File: src/rtl/mult_div_unit_if.sv
// Handshake and operand/result bundle between the control unit and mult_div_unit.
interface mult_div_unit_if #(
    parameter int unsigned DATA_WIDTH = 32
) ();
    logic                  start;
    logic [1:0]            op;
    logic [DATA_WIDTH-1:0] opA;
    logic [DATA_WIDTH-1:0] opB;
    logic                  busy;
    logic                  done;
    logic                  div_by_zero;
    logic [DATA_WIDTH-1:0] hi;
    logic [DATA_WIDTH-1:0] lo;

    modport master (
        output start, op, opA, opB,
        input  busy, done, div_by_zero, hi, lo
    );

    modport slave (
        input  start, op, opA, opB,
        output busy, done, div_by_zero, hi, lo
    );
endinterface

File: src/rtl/mult_div_unit.sv
// Iterative MULT/MULTU/DIV/DIVU unit: one bit per cycle on magnitudes,
// sign fix-up and HI/LO commit in a final cycle.
module mult_div_unit #(
    parameter int unsigned DATA_WIDTH = 32
) (
    input  logic           clk,
    input  logic           rst,
    mult_div_unit_if.slave bus
);
    localparam int unsigned W  = DATA_WIDTH;
    localparam int unsigned CW = $clog2(DATA_WIDTH);

    typedef enum logic [1:0] {IDLE, CALC, FIX} state_t;

    state_t         state_q, state_d;
    logic [CW-1:0]  cnt_q, cnt_d;
    // Multiply: {partial product, multiplier}. Divide: {remainder, quotient/dividend}.
    logic [2*W-1:0] acc_q, acc_d;
    // Multiplicand magnitude for multiply, divisor magnitude for divide.
    logic [W-1:0]   m_q, m_d;
    logic [1:0]     op_q, op_d;
    logic           sa_q, sa_d, sb_q, sb_d;
    logic [W-1:0]   hi_q, hi_d, lo_q, lo_d;
    logic           busy_q, busy_d, done_q, done_d, dbz_q, dbz_d;

    logic           sign_a, sign_b;
    logic [W-1:0]   abs_a, abs_b;
    logic [W:0]     sum, shifted;
    logic           ge;
    logic [W-1:0]   rem_next, quo_fix, rem_fix;
    logic [2*W-1:0] prod_fix;

    // State and datapath registers; reset aborts any operation in flight.
    always_ff @(posedge clk) begin
        if (rst) begin
            state_q <= IDLE;
            cnt_q   <= '0;
            acc_q   <= '0;
            m_q     <= '0;
            op_q    <= '0;
            sa_q    <= 1'b0;
            sb_q    <= 1'b0;
            hi_q    <= '0;
            lo_q    <= '0;
            busy_q  <= 1'b0;
            done_q  <= 1'b0;
            dbz_q   <= 1'b0;
        end else begin
            state_q <= state_d;
            cnt_q   <= cnt_d;
            acc_q   <= acc_d;
            m_q     <= m_d;
            op_q    <= op_d;
            sa_q    <= sa_d;
            sb_q    <= sb_d;
            hi_q    <= hi_d;
            lo_q    <= lo_d;
            busy_q  <= busy_d;
            done_q  <= done_d;
            dbz_q   <= dbz_d;
        end
    end

    // Next-state, iteration step and commit logic.
    always_comb begin
        state_d = state_q;
        cnt_d   = cnt_q;
        acc_d   = acc_q;
        m_d     = m_q;
        op_d    = op_q;
        sa_d    = sa_q;
        sb_d    = sb_q;
        hi_d    = hi_q;
        lo_d    = lo_q;
        dbz_d   = dbz_q;
        done_d  = 1'b0;

        // Operand magnitudes; sign bits only count for the signed ops.
        sign_a = bus.op[0] & bus.opA[W-1];
        sign_b = bus.op[0] & bus.opB[W-1];
        abs_a  = sign_a ? -bus.opA : bus.opA;
        abs_b  = sign_b ? -bus.opB : bus.opB;

        // Shift-add step: conditionally add multiplicand, shift right one.
        sum = {1'b0, acc_q[2*W-1:W]} + {1'b0, (acc_q[0] ? m_q : '0)};

        // Restoring step: shift in next dividend bit, subtract if it fits.
        shifted  = {acc_q[2*W-1:W], acc_q[W-1]};
        ge       = (shifted >= {1'b0, m_q});
        rem_next = ge ? W'(shifted - {1'b0, m_q}) : shifted[W-1:0];

        // Sign correction applied in FIX.
        prod_fix = (sa_q ^ sb_q) ? -acc_q : acc_q;
        quo_fix  = (sa_q ^ sb_q) ? -acc_q[W-1:0] : acc_q[W-1:0];
        rem_fix  = sa_q ? -acc_q[2*W-1:W] : acc_q[2*W-1:W];

        case (state_q)
            IDLE: begin
                if (bus.start) begin
                    state_d = CALC;
                    cnt_d   = '0;
                    op_d    = bus.op;
                    sa_d    = sign_a;
                    sb_d    = sign_b;
                    if (bus.op[1]) begin
                        m_d   = abs_b;
                        acc_d = {{W{1'b0}}, abs_a};
                    end else begin
                        m_d   = abs_a;
                        acc_d = {{W{1'b0}}, abs_b};
                    end
                end
            end
            CALC: begin
                if (op_q[1]) begin
                    acc_d = {rem_next, acc_q[W-2:0], ge};
                end else begin
                    acc_d = {sum, acc_q[W-1:1]};
                end
                cnt_d = cnt_q + 1'b1;
                if (cnt_q == CW'(W - 1)) begin
                    state_d = FIX;
                end
            end
            FIX: begin
                state_d = IDLE;
                done_d  = 1'b1;
                if (op_q[1]) begin
                    // Divide by zero leaves remainder == |opA|, so rem_fix restores opA.
                    hi_d  = rem_fix;
                    lo_d  = (m_q == '0) ? '1 : quo_fix;
                    dbz_d = (m_q == '0);
                end else begin
                    hi_d  = prod_fix[2*W-1:W];
                    lo_d  = prod_fix[W-1:0];
                    dbz_d = 1'b0;
                end
            end
            default: state_d = IDLE;
        endcase

        busy_d = (state_d != IDLE);
    end

    assign bus.busy        = busy_q;
    assign bus.done        = done_q;
    assign bus.div_by_zero = dbz_q;
    assign bus.hi          = hi_q;
    assign bus.lo          = lo_q;
endmodule

File: src/flat_wrapper.sv
// flat-port wrapper written by rule: the top's interface ports become plain ports
module mult_div_unit_flat 
#(
    parameter int unsigned DATA_WIDTH = 32
)
  (clk, rst, bus_start, bus_op, bus_opA, bus_opB, bus_busy, bus_done, bus_div_by_zero, bus_hi, bus_lo);
  mult_div_unit_if #(.DATA_WIDTH(DATA_WIDTH)) bus_i ();
  input  logic clk;
  input  logic rst;
  input wire logic [$bits(bus_i.start)-1:0] bus_start;
  input wire logic [$bits(bus_i.op)-1:0] bus_op;
  input wire logic [$bits(bus_i.opA)-1:0] bus_opA;
  input wire logic [$bits(bus_i.opB)-1:0] bus_opB;
  output wire logic [$bits(bus_i.busy)-1:0] bus_busy;
  output wire logic [$bits(bus_i.done)-1:0] bus_done;
  output wire logic [$bits(bus_i.div_by_zero)-1:0] bus_div_by_zero;
  output wire logic [$bits(bus_i.hi)-1:0] bus_hi;
  output wire logic [$bits(bus_i.lo)-1:0] bus_lo;
  assign bus_i.start = bus_start;
  assign bus_i.op = bus_op;
  assign bus_i.opA = bus_opA;
  assign bus_i.opB = bus_opB;
  assign bus_busy = bus_i.busy;
  assign bus_done = bus_i.done;
  assign bus_div_by_zero = bus_i.div_by_zero;
  assign bus_hi = bus_i.hi;
  assign bus_lo = bus_i.lo;
  mult_div_unit #(.DATA_WIDTH(DATA_WIDTH)) u_core (.clk(clk), .rst(rst), .bus(bus_i));
endmodule
File: config.mk
export PLATFORM = sky130hd
export DESIGN_NAME = mult_div_unit_flat
export DESIGN_NICKNAME = d
export VERILOG_FILES = /design/src/rtl/mult_div_unit_if.sv /design/src/rtl/mult_div_unit.sv /design/src/flat_wrapper.sv
export SDC_FILE = /design/constraint.sdc
export NUM_CORES = 1
export LEC_CHECK = 0
export ABC_CLOCK_PERIOD_IN_PS = 9000
export CAP_MARGIN = 20
export CORE_MARGIN = 4
export CORE_UTILIZATION = 40
export DETAILED_ROUTE_END_ITERATION = 10
export PLACE_DENSITY = 0.67
export SLEW_MARGIN = 20
export SYNTH_ARGS = -nofsm -noshare
export SYNTH_HDL_FRONTEND = slang
export SYNTH_SLANG_ARGS = --single-unit
export TNS_END_PERCENT = 1
File: constraint.sdc
create_clock -name clk -period 9 [get_ports clk]
set_input_delay 1.8 -clock clk [delete_from_list [all_inputs] [get_ports clk]]
set_output_delay 1.8 -clock clk [all_outputs]
set_load 0.02 [all_outputs]
==> results of run 1 <==
[sequential cells by signal, indices dropped and copies added, names as in the netlist]
register and count:
u_core.bus.busy 1, u_core.bus.lo 32, u_core.cnt_q 5, u_core.sa_q 1, u_core.bus.done 1, u_core.acc_q 64, u_core.bus.hi 32, u_core.sb_q 1
u_core.state_q 2, u_core.bus.div_by_zero 1, u_core.op_q 1, u_core.m_q 32
[synth_stat cells (20+ instances only)]
cell,count
o31ai_1,22
o21ai_0,115
o22ai_1,33
nor4_1,20
a31oi_1,20
nand3_1,34
a21o_1,38
inv_1,71
clkbuf_1,107
mux2i_1,49
xnor2_1,103
dfxtp_1,173
nor3_1,49
xor2_1,67
o211ai_1,38
a211oi_1,55
a21oi_1,189
nand2_1,181
nor2_1,241
ha_1,70
[cells in the final DEF (no fill, tap or decap), types with 10 or more instances in the layout]
cell               n
a21o_1            38
o22ai_1           33
and2_1            14
o21ai_0          115
nor2_1           239
clkdlybuf4s50_1  133
nor4_1            20
inv_1             71
o211ai_1          38
a21oi_1          189
a311oi_1          16
nand2_1          181
a31oi_1           20
dfxtp_1          172
xor2_1            67
buf_4             20
mux2_2            10
a211oi_1          55
ha_1              70
o31ai_1           22
or4_1             15
nand2b_1          11
or3_1             17
xnor2_1          103
a22oi_1           15
nor3_1            49
clkbuf_16         17
mux2i_1           49
nand4_1           16
nand3_1           34
[worst register-to-register path, cell delays in order, from the launching register on]
cell	delay (ns)
dfxtp_1	0.40
inv_1	0.25
buf_4	0.38
nor2_1	0.12
ha_1	0.35
nor2b_1	0.20
o2111a_1	0.25
nor4b_1	0.08
nor2_1	0.37
o21ai_0	0.21
a311oi_1	0.70
a21boi_0	0.23
xor2_1	0.23
o221ai_1	0.14
[power by group]
part / internal [W] / switching [W] / total (W)
clock network: 0.000386 / 0.000348 / 0.000734
logic: 0.000267 / 0.000411 / 0.000678
registers: 0.000795 / 0.0000571 / 0.000853
total: 0.00145 / 0.000817 / 0.00227
[layer usage]
layer | vias up | global-route usage, % | routed length, µm
met5 | - | 0 | 0
met4 | 0 | 10.9 | 2400
met3 | 117 | 3.77 | 3340
met2 | 625 | 39.9 | 22600
met1 | 6918 | 33.1 | 21300
li1 | 7164 | - | -
[how the worst max path moves through the flow]
stage	slack, ns	cells past startpoint	endpoint	startpoint
floorplan	5.00	9	u_core.acc_q[30]	bus_opA[10]
global placement	4.15	10	u_core.acc_q[30]	bus_opA[8]
detailed placement	4.09	10	u_core.acc_q[30]	bus_opA[8]
CTS	4.56	10	u_core.acc_q[30]	bus_opA[8]
global route	4.16	10	u_core.acc_q[30]	bus_opA[8]
finish	4.57	10	u_core.acc_q[30]	bus_opA[8]
[metrics by stage]
| stage | power [W] | std cells | instance area [µm²] |
|---|---|---|---|
| finish | 0.00227 | 2471 | 16500 |
| global route | 0.00237 | 2471 | 16500 |
| CTS | 0.00226 | 2471 | 16500 |
| detailed placement | 0.00153 | 2441 | 15900 |
| global placement | 0.00153 | 2441 | 15900 |
| floorplan | 0.00133 | 1955 | 14300 |
[cell type report]
type | instances | area share [%]
inverters | 72 | 1.64
flip-flops and latches | 173 | 21.0
clock inverters | 13 | 0.819
multi-input cells | 1581 | 61.4
well taps | 461 | 3.50
clock buffers | 17 | 2.58
repair buffers | 154 | 9.01
[cells by family after synthesis]
kind of cell    Yosys count  share of synthesized area (%)
flops                   173                           24.2
mux                      59                           4.21
simple gates            662                           21.9
buf+inv                 201                           5.42
fa+ha+maj                72                           6.39
compound gates          618                           27.5
xor+xnor                170                           10.4
==> results.toml, run 1 <==
[die]
dieHeight_um = 197
initial_utilization_pct = 40.4
ioPinCount = 136
die_area_um2 = 38900
dieWidth_um = 197
num_rows = 69
coreArea_um2 = 35500

[critical_path]
worstPathRequired_ns = 9.31
r2r-start = "u_core.acc_q[0]"
r2r_slack_ns = 4.95
path_max_fanout = 7
critical_path_buf_inv_count = 1
crit_chain = "clkdlybuf4s50_1, or4_1, nor4b_1, nand2b_1, nor3_2, a21oi_1, xnor2_1, o21ai_0, a222oi_1, nor2_1"
endpoint_kind = "flop"
start_kind = "input pin"
cp.arrival_ns = 4.75
reg2regPathDepth = 13
slowest_stage = "or4_1"
crit_path_max_incr_delay_ns = 0.60
worstReg2RegEnd = "u_core.acc_q[49]"
crit_family = "simple AND/OR/NAND/NOR gates"
path_class = "in2reg"

[detailed_routing]
routed_wl_um = 49700
wl_per_cell_um = 20.1
dr.pass1.iters = 6
drcViolationCount = 0
routed-via-count = 14800
ant_nets = 0
vias_per_cell = 6.00
dr.first_iter.drc_count = 1468

[synthesis]
async_flop_share_pct = 0
avgSynthCellArea_um2 = 7.33
seq_area_frac_synth_pct = 24.2
ys_ff_latch = 173
synth_top_cell_by_area = "dfxtp_1"
yosys_warnings = 0
synth_cell_type_count = 85
synth_ff_type = "dfxtp_1"
postSynthCellCount = 1955
netlist_area_um2 = 14300
synth_fp_nets = 2096
synth_edf_count = 0
netlist_top_cells_area = "dfxtp_1 24%, a21oi_1 6.6%, nor2_1 6.3%, xnor2_1 6.3%, ha_1 6.1%"
synth.top_cell.area_share_pct = 24.2

[clock_network]
cts_sinks = 173
root_buffer = "clkbuf_16"
ctsLongestPathBuffers = 2
cts_buffers = 17
hold_buffers = 0
cts_tree = "done"
h-tree-depth = 4
path_clk_slew_ns = 0.08
ctsResizeCount = 0
worstSkewPairLatency_ns = 0.45
post_cts_buffers = 0

[job]
cap_violations = 0

[hold_path]
worstHoldStart = "u_core.bus.hi[20]"
hold_depth = 2
holdPathEnd = "u_core.bus.hi[20]"
hold_path_class = "reg2reg"

[sta]
whs_ns = 0.455
tightestPinTransition_ns = 0.957
slew_viol_final = 0
max_freq_mhz = 226
fin_skew_ns = 0.0155
setup_slack_ns = 4.57
fin_crit_sh_pct = 49.3
rsz0062_at_grt = "false"
setup_viol = 0
finalSetupTns_ns = 0
finalHoldViolations = 0
maxSlewHeadroom_pct = 36.2
period_minus_slack_ns = 4.43

[cells_and_area]
utilization_pct = 46.5
nNetsFinal = 2140
multi_input_area_um2 = 10100
area_growth_pct = 15.0
fill_cells = 3516
drive_above_1_share_pct = 4.68
n_antenna_cell = 0
regArea_um2 = 3460

[global_route]
antenna_found_initial = 0
track_usage_pct = 24.8
gr-total-overflow = 0
grt_pass1_vias = 13800
grt_max_degree = 103
grt_pass1_wl_um = 77600

[placement]
portBuffers = 135
globalplace.congestion = 0.977
post-place-ws_ns = 4.09
dpl.hpwl_um = 37700

[pwr]
ir_drop_mv = 0.129
p_leak_nw = 6.34
p_per_area_nw_per_um2 = 137

[outcome]
status = "completed"
Power figures use the tool's default switching activity.
==> inputs of run 2 (changes only) <==
--- a/config.mk
+++ b/config.mk
@@ -5,7 +5,7 @@
 export SDC_FILE = /design/constraint.sdc
 export NUM_CORES = 1
 export LEC_CHECK = 0
-export ABC_CLOCK_PERIOD_IN_PS = 9000
+export ABC_CLOCK_PERIOD_IN_PS = 4350
 export CAP_MARGIN = 20
 export CORE_MARGIN = 4
 export CORE_UTILIZATION = 40
==> constraint.sdc (replaced) <==
create_clock -name clk -period 4.35 [get_ports clk]
set_input_delay 0.87 -clock clk [delete_from_list [all_inputs] [get_ports clk]]
set_output_delay 0.87 -clock clk [all_outputs]
set_load 0.02 [all_outputs]
==> run 2 against run 1 <==
Clock power increased by 120%. Worst hold slack about the same. Critical path depth increased by 3. Critical path type is now reg2reg. Critical endpoint is now u_core.acc_q[49].
==> results.toml, run 2 (synthesized netlist as in run 1, its figures left out) <==
[outcome]
status = "completed"

[critical_path]
worstReg2RegEnd = "u_core.acc_q[49]"
cp.arrival_ns = 4.19
start_kind = "flop"
worstPathRequired_ns = 4.67
crit_chain = "and2_1, ha_1, inv_1, fa_1, nor2b_1, o2111a_1, nor4b_1, nor2_1, o21ai_0, a311oi_1, a21boi_0, xor2_1, o221ai_1"
reg2regPathDepth = 13
endpoint_kind = "flop"
crit_family = "compound AO/OA/AOI/OAI gates"
slowest_stage = "a311oi_1"
critical_path_depth = 13
crit_path_max_incr_delay_ns = 0.62
critical_path_buf_inv_count = 1
r2r-start = "u_core.acc_q[0]"
path_class = "reg2reg"
path_max_fanout = 7
r2r_slack_ns = 0.48

[hold_path]
hold_path_class = "reg2reg"
worstHoldStart = "u_core.bus.hi[20]"
hold_depth = 2
holdPathEnd = "u_core.bus.hi[20]"

[global_route]
gr-total-overflow = 0
antenna_found_initial = 0
track_usage_pct = 25.4
grt_pass1_wl_um = 79500
grt_max_degree = 102
grt_pass1_vias = 14200

[pwr]
ir_drop_mv = 0.321
p_per_area_nw_per_um2 = 289
p_leak_nw = 6.49
total_power_w = 0.00483

[sta]
slew_viol_final = 0
finalHoldViolations = 0
rsz0062_at_grt = "false"
maxSlewHeadroom_pct = 35.1
max_freq_mhz = 258
fin_crit_sh_pct = 89.0
fin_skew_ns = 0.0152
tightestPinTransition_ns = 0.973
setup_viol = 0
finalSetupTns_ns = 0
whs_ns = 0.455
setup_slack_ns = 0.478
period_minus_slack_ns = 3.87

[detailed_routing]
ant_nets = 0
vias_per_cell = 6.06
dr.first_iter.drc_count = 1298
wl_per_cell_um = 20.5
dr.pass1.iters = 8
routed-via-count = 15100
routed_wl_um = 51200
drcViolationCount = 0

[clock_network]
h-tree-depth = 4
ctsResizeCount = 0
root_buffer = "clkbuf_16"
cts_sinks = 173
cts_buffers = 17
ctsLongestPathBuffers = 2
path_clk_slew_ns = 0.07
worstSkewPairLatency_ns = 0.45
post_cts_buffers = 0
hold_buffers = 0
cts_tree = "done"

[cells_and_area]
drive_above_1_share_pct = 5.94
final_common_cell = "nor2_1"
n_antenna_cell = 0
nNetsFinal = 2165
largest-register = "u_core.acc_q"
layout_common_cells = "239 x nor2_1, 189 x a21oi_1, 181 x nand2_1, 172 x dfxtp_1, 133 x clkdlybuf4s50_1"
area_growth_pct = 16.6
largest_reg_flops = 64
instances_no_fill = 2498

[placement]
globalplace.congestion = 0.971
dpl.hpwl_um = 38900
dp_cells = 2466
post-place-ws_ns = 0.307
portBuffers = 135

[die]
dieWidth_um = 197
die_area_um2 = 38900
ioPinCount = 136
num_rows = 69
coreArea_um2 = 35500
dieHeight_um = 197
initial_utilization_pct = 40.4

[job]
cap_violations = 0
==> run 2: changes by cell type in the layout (fill, tap and decap cells not counted), moves of 2 or more <==
cell      change
inv_8         +3
inv_6         -3
clkinv_2      -2
clkinv_8      +2
buf_4        +25
==> run 2: area by class of cell <==
cell class	instances	area (µm²)
clock buffers	18	439
clock inverters	14	174
fillers	3539	18800
inverters	72	270
multi-input cells	1581	10100
flip-flops and latches	173	3460
well taps	461	577
repair buffers	179	1670
==> run 2: tightest hold or removal path, delay by kind of cell, from the launching register on <==
family             cells  cell delay (ns)
AOI/OAI and AO/OA      1             0.05
DFF                    1             0.31
and+or+nand+nor        1             0.05
==> run 2: metrics by stage <==
| step | instance area [µm²] | util [%] |
|---|---|---|
| global placement | 16100 | 45.4 |
| finish | 16700 | 47.1 |
| floorplan | 14300 | - |
| CTS | 16700 | 47.1 |
| detailed placement | 16100 | 45.4 |
| global route | 16700 | 47.1 |
==> run 2: metal layers <==
metal	routed length, µm	GRT usage (%)
met1	22200	33.8
met2	23300	41.6
met3	3320	3.33
met4	2330	10.8
met5	0	0
==> run 2: how the worst max path moves through the flow <==
stage                         to              from
2_1_floorplan  u_core.bus.hi[16]  u_core.acc_q[33]
3_3_place_gp    u_core.acc_q[30]        bus_opA[8]
3_5_place_dp    u_core.acc_q[30]        bus_opA[8]
4_1_cts         u_core.acc_q[49]   u_core.acc_q[0]
5_1_grt         u_core.acc_q[53]   u_core.acc_q[0]
6_report        u_core.acc_q[49]   u_core.acc_q[0]
==> run 2: where the power goes <==
part | switching, W | internal, W
combinational | 0.000884 | 0.000573
clock | 0.000786 | 0.000840
sequential | 0.000100 | 0.00164
total | 0.00177 | 0.00306
